### config.mk
export PLATFORM = sky130hd
export DESIGN_NAME = uart_tx_arb
export DESIGN_NICKNAME = d
export VERILOG_FILES = /design/src/rtl/uart_tx_arb.sv
export SDC_FILE = /design/constraint.sdc
export NUM_CORES = 1
export LEC_CHECK = 0
export CORE_MARGIN = 2
export CORE_UTILIZATION = 35
export DETAILED_ROUTE_END_ITERATION = 7
export GPL_TIMING_DRIVEN = 1
export PLACE_DENSITY = 0.67
export SLEW_MARGIN = 20
export SYNTH_ARGS = -nofsm -noshare
export SYNTH_HDL_FRONTEND = slang
export SYNTH_SLANG_ARGS = --single-unit
### constraint.sdc
create_clock -name clk -period 2 [get_ports clk]
set_clock_uncertainty 0.1 [all_clocks]
set_input_delay 0.2 -clock clk [delete_from_list [all_inputs] [get_ports clk]]
set_output_delay 0.2 -clock clk [all_outputs]
set_load 0.02 [all_outputs]
### src/rtl/uart_tx_arb.sv
`timescale 1ns/1ps
// Purpose: round-robin arbiter sharing one UART_tx among NUM_REQ message sources.
// Latency: grant to first trmt is 2 cycles; ack 1 cycle after the last tx_done is seen.
// Backpressure: req is held until ack; the next byte waits for UART_tx's tx_done.
//
// Ports:
//   clk, rst_n          clock, asynchronous active-low reset
//   req / req_data      per-requester level request and message (slice i = req_data[i*W +: W])
//   ack                 one-cycle pulse on the served requester's bit
//   trmt / tx_data      start pulse and byte (MSB first) to UART_tx
//   tx_done             UART_tx done level
//   busy / grant_id     arbiter occupied (grant..ack inclusive), current/last winner
module uart_tx_arb #(
    parameter int NUM_REQ   = 4,
    parameter int MSG_BYTES = 2,
    localparam int W        = 8 * MSG_BYTES,
    localparam int IDW      = (NUM_REQ > 1) ? $clog2(NUM_REQ) : 1,
    localparam int BCW      = (MSG_BYTES > 1) ? $clog2(MSG_BYTES) : 1
) (
    input  logic                 clk,
    input  logic                 rst_n,
    input  logic [NUM_REQ-1:0]   req,
    input  logic [NUM_REQ*W-1:0] req_data,
    output logic [NUM_REQ-1:0]   ack,
    output logic                 trmt,
    output logic [7:0]           tx_data,
    input  logic                 tx_done,
    output logic                 busy,
    output logic [IDW-1:0]       grant_id
);

    typedef enum logic [2:0] {
        IDLE = 3'd0,
        LOAD = 3'd1,
        SEND = 3'd2,
        WAIT = 3'd3,
        ACK  = 3'd4
    } state_t;

    state_t          state;
    logic [IDW-1:0]  ptr;
    logic [W-1:0]    msg_sr;
    logic [BCW-1:0]  byte_cnt;
    logic            first_wait;

    logic [IDW-1:0]  win_id;
    logic [IDW-1:0]  cand;

    // Search from ptr+1 upward with wrap. Walking the offsets from far to near
    // lets the nearest requesting index overwrite any farther one.
    always_comb begin
        win_id = ptr;
        cand   = '0;
        for (int k = NUM_REQ; k >= 1; k--) begin
            cand = IDW'((int'(ptr) + k) % NUM_REQ);
            if (req[cand]) begin
                win_id = cand;
            end
        end
    end

    always_ff @(posedge clk or negedge rst_n) begin
        if (!rst_n) begin
            state      <= IDLE;
            ptr        <= IDW'(NUM_REQ - 1);
            msg_sr     <= '0;
            byte_cnt   <= '0;
            first_wait <= 1'b0;
            ack        <= '0;
            trmt       <= 1'b0;
            tx_data    <= '0;
            busy       <= 1'b0;
            grant_id   <= '0;
        end else begin
            // Pulse outputs default low; only one state raises each of them.
            ack  <= '0;
            trmt <= 1'b0;
            unique case (state)
                IDLE: begin
                    if (|req) begin
                        grant_id <= win_id;
                        ptr      <= win_id;
                        msg_sr   <= req_data[int'(win_id)*W +: W];
                        byte_cnt <= '0;
                        busy     <= 1'b1;
                        state    <= LOAD;
                    end
                end
                LOAD: begin
                    // tx_data and trmt are registered together so the byte is
                    // already stable in the trmt cycle and held afterwards.
                    tx_data <= msg_sr[W-1 -: 8];
                    trmt    <= 1'b1;
                    state   <= SEND;
                end
                SEND: begin
                    first_wait <= 1'b1;
                    state      <= WAIT;
                end
                WAIT: begin
                    // UART_tx drops tx_done one cycle after trmt, so the level
                    // seen in the first WAIT cycle is stale and must be skipped.
                    if (first_wait) begin
                        first_wait <= 1'b0;
                    end else if (tx_done) begin
                        if (byte_cnt == BCW'(MSG_BYTES - 1)) begin
                            ack   <= NUM_REQ'(1) << grant_id;
                            state <= ACK;
                        end else begin
                            msg_sr   <= msg_sr << 8;
                            byte_cnt <= byte_cnt + BCW'(1);
                            state    <= LOAD;
                        end
                    end
                end
                ACK: begin
                    busy  <= 1'b0;
                    state <= IDLE;
                end
                default: begin
                    state <= IDLE;
                end
            endcase
        end
    end

endmodule

# [Yosys cells after proc, flatten, opt, wreduce, memory -nomap -nowiden]
# Cells that the tools add are included.
[word_totals] register_bits=39 inputBits=71 output_inout_bits=16 word_cells=74
[op_classes] add_sub_neg=5 magnitude_cmp=4 eq_ne=8 shift=2 mux=35 n_reduce_logical=10
[ops] operator="16-bit 2-to-1 mux" n=4
[ops] operator="64-bit by 7-bit variable part select with 16-bit output" n=1
[ops] operator="16-bit one-hot mux with 2 select lines" n=1
[ops] operator="4-bit 2-to-1 mux" n=4
[ops] operator="2-bit by 3-bit < comparator with 1-bit output, second input constant" n=4
[ops] operator="3-bit 2-to-1 mux" n=4
[ops] operator="3-bit one-hot mux with 4 select lines" n=1
[ops] operator="1-bit 2-to-1 mux" n=10
[ops] operator="1-bit binary-select mux with 2-bit select" n=4
[ops] operator="2-bit 2-to-1 mux" n=4
[ops] operator="2-bit != test, second input constant" n=4
[ops] operator="3-bit by 2-bit == test with 1-bit output, second input constant" n=2
[ops] operator="1-bit one-hot mux with 2 select lines" n=3
[ops] operator="2-bit nonzero test" n=3
[ops] operator="5-bit AND reduction" n=1
[ops] operator="2-bit by 1-bit adder with 2-bit output, second input constant" n=2
[ops] operator="2-bit adder, second input constant" n=2
[ops] operator="2-bit AND reduction" n=2
[ops] operator="4-bit AND reduction" n=1
[ops] operator="4-bit OR reduction" n=1
[ops] operator="1-bit by 2-bit << shifter with 4-bit output, first input constant" n=1
[ops] operator="3-bit by 1-bit == test with 1-bit output, second input constant" n=1
[ops] operator="3-bit == test, second input constant" n=1
[ops] operator="3-bit zero test" n=1
[ops] operator="2 further kinds" n=2

# [Depth between registers and ports, before layout]
[logic_depth] depth_word=10 mapped_depth=8 depth_no_buf=5

# [Worst setup path before layout]
# Ideal clock, no wire load.
[synth_path] path_kind="reg2reg" start="register ptr[1]" end="register msg_sr[3]" setup_time_ns=0.104 t_arrival_ns=1.812 setup_slack_ns=-0.016 stages_incl_launch_ff=8 path_buffers=2 cell_sequence="dfstp_2 -> buf_6 -> mux2i_1 -> nor2_1 -> nor3_4 -> buf_6 -> mux2_2 -> o311ai_1"
[synth_between] elab_chain_cells=10 elab_cells_between_ends=19 classes_between="add/sub (4); shift (1); mux (14)"
[synth_rtl] element="start, declared" line="41" rtl="logic [IDW-1:0] ptr;"
[synth_rtl] element="start signal, assigned" line="65" rtl="ptr <= IDW'(NUM_REQ - 1);"
[synth_rtl] element="start signal, assigned" line="82" rtl="ptr <= win_id;"
[synth_rtl] element="2-bit by 1-bit adder with 2-bit output" line="55" rtl="cand = IDW'((int'(ptr) + k) % NUM_REQ);"
[synth_rtl] element="1-bit binary-select mux with 2-bit select" line="56" rtl="if (req[cand]) begin"
[synth_rtl] element="1-bit 2-to-1 mux (implied by the code)" line="56"
[synth_rtl] element="2-bit 2-to-1 mux (3 in series)" line="56"
[synth_rtl] element="2-bit 2-to-1 mux *" line="56"
[synth_rtl] element="64-bit by 7-bit variable part select with 16-bit output *" line="83" rtl="msg_sr <= req_data[int'(win_id)*W +: W];"
[synth_rtl] element="16-bit 2-to-1 mux *" line="80" rtl="if (|req) begin"
[synth_rtl] element="16-bit one-hot mux with 2 select lines *" line="78" rtl="unique case (state)"
[synth_rtl] element="end signal, assigned" line="83"
[synth_rtl] element="end signal, assigned" line="110" rtl="msg_sr <= msg_sr << 8;"
[synth_rtl] element="end, declared" line="42" rtl="logic [W-1:0] msg_sr;"
# Every way passes the cells marked *; elsewhere a longest branch is shown, timed or not. The select of a mux whose other input is x is not followed.
# A chain may end at the register's enable or synchronous reset.

# [Worst setup path in the final report]
[layout_path] start="register ptr[1]" end="register msg_sr[1]"
# Same word-level chain as after synthesis.

==> results.cfg <==
[clocking]
cts_buffers = 5
cts-root-buf = clkbuf_8
cts.sinks = 39
cts_buffer_depth = 2
clkSlewWorstSetupHoldPaths_ps = 80
htreeDepth = 2
clk_latency_ps = 290
cts_tree = yes

[global_route]
antenna_found_initial = 0
first_global_vias = 2286
grt_pass1_wl_um = 10700
overflow = 0
grt_usage_pct = 17.9
grt_max_degree = 40

[routing]
postRouteWirelength_um = 7150
via_per_inst = 5.15
vias = 2362
dr.pass1.iters = 4
ant_nets = 0
routedWlPerCell_um = 15.6
drcViolationCount = 0
drt_iter0_drc = 175

[layout]
area_growth_pct = 53.3
nets = 433
design_area_sq_um = 3750
drive_above_1_share_pct = 21.5
num_antenna_cells = 0

[synth]
ys.flop_type = dfrtp_1
syn_area_sq_um = 2450
ys_async_sr_fraction_pct = 100
synth.avg_cell_area_sq_um = 9.49
synth_edf_count = 0
yosysSeqAreaShare_pct = 40.0
synthesis.instances = 258
synth-seq-cells = 39
syn_nets = 329
ys_warn_count = 0
yosysUniqueCellTypes = 45

[worst_setup_path]
r2r_slack_ps = -8
cp_data_arrival_time_ps = 2090
worstPathRequired_ps = 2090
setup.worst_path.class = flip-flop to flip-flop
reg2regPathDepth = 7
worstSetupStartpointType = flip-flop
crit_fanout = 9
end_kind = flip-flop
r2r-end = msg_sr[1]
reg2reg_from = ptr[1]

[sta]
fin_ws_ps = -8.13
setup_viol = 2
fin_crit_ps = 2010
slew_headroom_pct = 65.4
grt_setup_unrepaired = yes
hold_viol_final = 0
slew_viol_final = 0
max_freq_ghz = 0.498
post-route-period-util_pct = 100
tightest_slew_ps = 518

[pwr]
p_leak_nw = 1.48
power_density_nw_per_um2 = 1340
switchingPower_mw = 2.06
p_seq_share_pct = 28.0
p_comb_share_pct = 60.8
p_int_mw = 2.96
clkPwrFrac_pct = 11.2
irDropWorstVdd_v = 0.000554
switching_share_pct = 41.0

[floorplan]
die-area_sq_um = 7680
die_x_um = 87.6
io_pins = 87
core_area_sq_um = 6790
start_util_pct = 36.0
rows = 30
die_y_um = 87.6

[flow_run]
maxCapViolCount = 0

[placed_design]
pre_cts_slack_ps = -147
io_buffers = 86
dp_hpwl_um = 4890
dpl_cell_area_sq_um = 3520
gp_congestion = 0.849

[outcome]
violations = negative setup slack
outcome = complete, but fails checks

[worst_hold_path]
min_path_type = primary input to asynchronous set/reset pin
==> worst max-delay path by stage <==
| stage | from | end | slack (ps) | cells past startpoint |
|---|---|---|---|---|
| finish | ptr[1] | msg_sr[1] | -8 | 7 |
| global route | ptr[1] | msg_sr[4] | -90 | 7 |
| CTS | ptr[1] | msg_sr[1] | 30 | 6 |
| detailed placement | req[3] | msg_sr[1] | -150 | 7 |
| global placement | req[1] | msg_sr[2] | -70 | 7 |
| floorplan | ptr[1] | msg_sr[3] | 20 | 7 |
==> cells by family after synthesis <==
kind of cell / synth area share [%]
buf+inv: 6.13
compound gates: 17.4
mux: 14.3
simple gates: 22.2
flops: 40.0
==> per-stage QoR <==
step                      std cells  hold slack [ps]  setup TNS (ps)  utilization (%)  total power [mW]
after floorplan                 258             -196               0                -              3.21
after global placement          445              184            -749             51.9              4.12
after detailed placement        445              193           -1680             51.9              4.18
after CTS                       454              403               0             53.4              4.75
after global routing            459              425           -1120             55.3              5.37
final                           459              395           -12.2             55.3              5.02
==> synthesized netlist by cell type, types with 3 or more instances <==
library cell   n  area share (%)
nor2_1        21             3.2
a31oi_1        8             2.0
mux2i_1       17             6.9
a211oi_1       7             2.1
a311oi_1       8             2.9
mux2_2        16             7.4
buf_2          6             1.2
clkbuf_1       8             1.2
o211ai_1       8             2.5
nor3_1         5             1.0
dfrtp_1       37              38
nand3_1       17             3.5
and2_1         7             1.8
nand2_1       35             5.4
a21oi_1       12             2.5
buf_6          3             1.4
o311ai_1       8             2.9
==> state kept, by name, summed over array words and instances (netlist names) <==
signal	cells
first_wait	1
state	3
grant_id	2
ptr	2
tx_data	8
msg_sr	16
ack	4
busy	1
byte_cnt	1
trmt	1
==> metal layers <==
metal  up-vias  wire [um]  global-route usage, %
met4         0        115                   6.99
li1       1160          -                      -
met1      1110       3250                   24.5
met3         7        485                   4.24
met5         -          0                      0
met2        85       3300                   27.3
==> power groups by stage <==
stage	combinational, mW	sequential (mW)	clock, mW
2_1_floorplan	1.70	1.50	0
3_3_place_gp	2.72	1.40	0
3_5_place_dp	2.77	1.41	0
4_1_cts	2.78	1.39	0.581
5_1_grt	3.31	1.45	0.605
6_report	3.05	1.40	0.562
==> cells in the final DEF (no fill, tap or decap), drive strengths merged, types with 2 or more instances in the layout <==
master,Yosys,final
or2,2,2
and2,8,8
o211ai,8,8
mux2i,17,17
nand2,35,35
nand3,17,17
buf,12,30
o311ai,8,8
a21o,2,2
nand4b,2,2
dfstp,2,2
a21oi,13,13
mux2,16,16
nor3,6,6
nor4,2,2
a311oi,8,8
nor2,22,22
inv,2,2
a211oi,7,7
nand3b,2,2
nor3b,2,2
a31oi,9,9
clkdlybuf4s50,0,85
dfrtp,37,37
clkbuf,9,9
==> timing repair <==
action                                  4_1_cts  5_1_grt
gates resized for setup                       1       14
hold endpoints to repair                     37        0
setup buffers                                 0        2
pin swaps                                     0        9
hold buffers                                  1        0
gates cloned                                  0        3
endpoints found under the setup margin        1       16
==> worst max-delay path: stages (launching register included) <==
cell and delay (ps):
dfstp_2 570, mux2i_2 250, nor2_2 80, nor3_4 200, buf_4 160, buf_12 130
mux2_2 330, o311ai_1 80
==> area by class of cell <==
cell class / count / area [sq um]
Clock buffer: 7 / 86.3
Clock inverter: 1 / 5.00
Fill cell: 611 / 3040
Inverter: 2 / 7.51
Multi-Input combinational cell: 196 / 1370
Sequential cell: 39 / 978
Tap cell: 96 / 120
Timing Repair Buffer: 118 / 1190
Power figures use the tool's default switching activity.
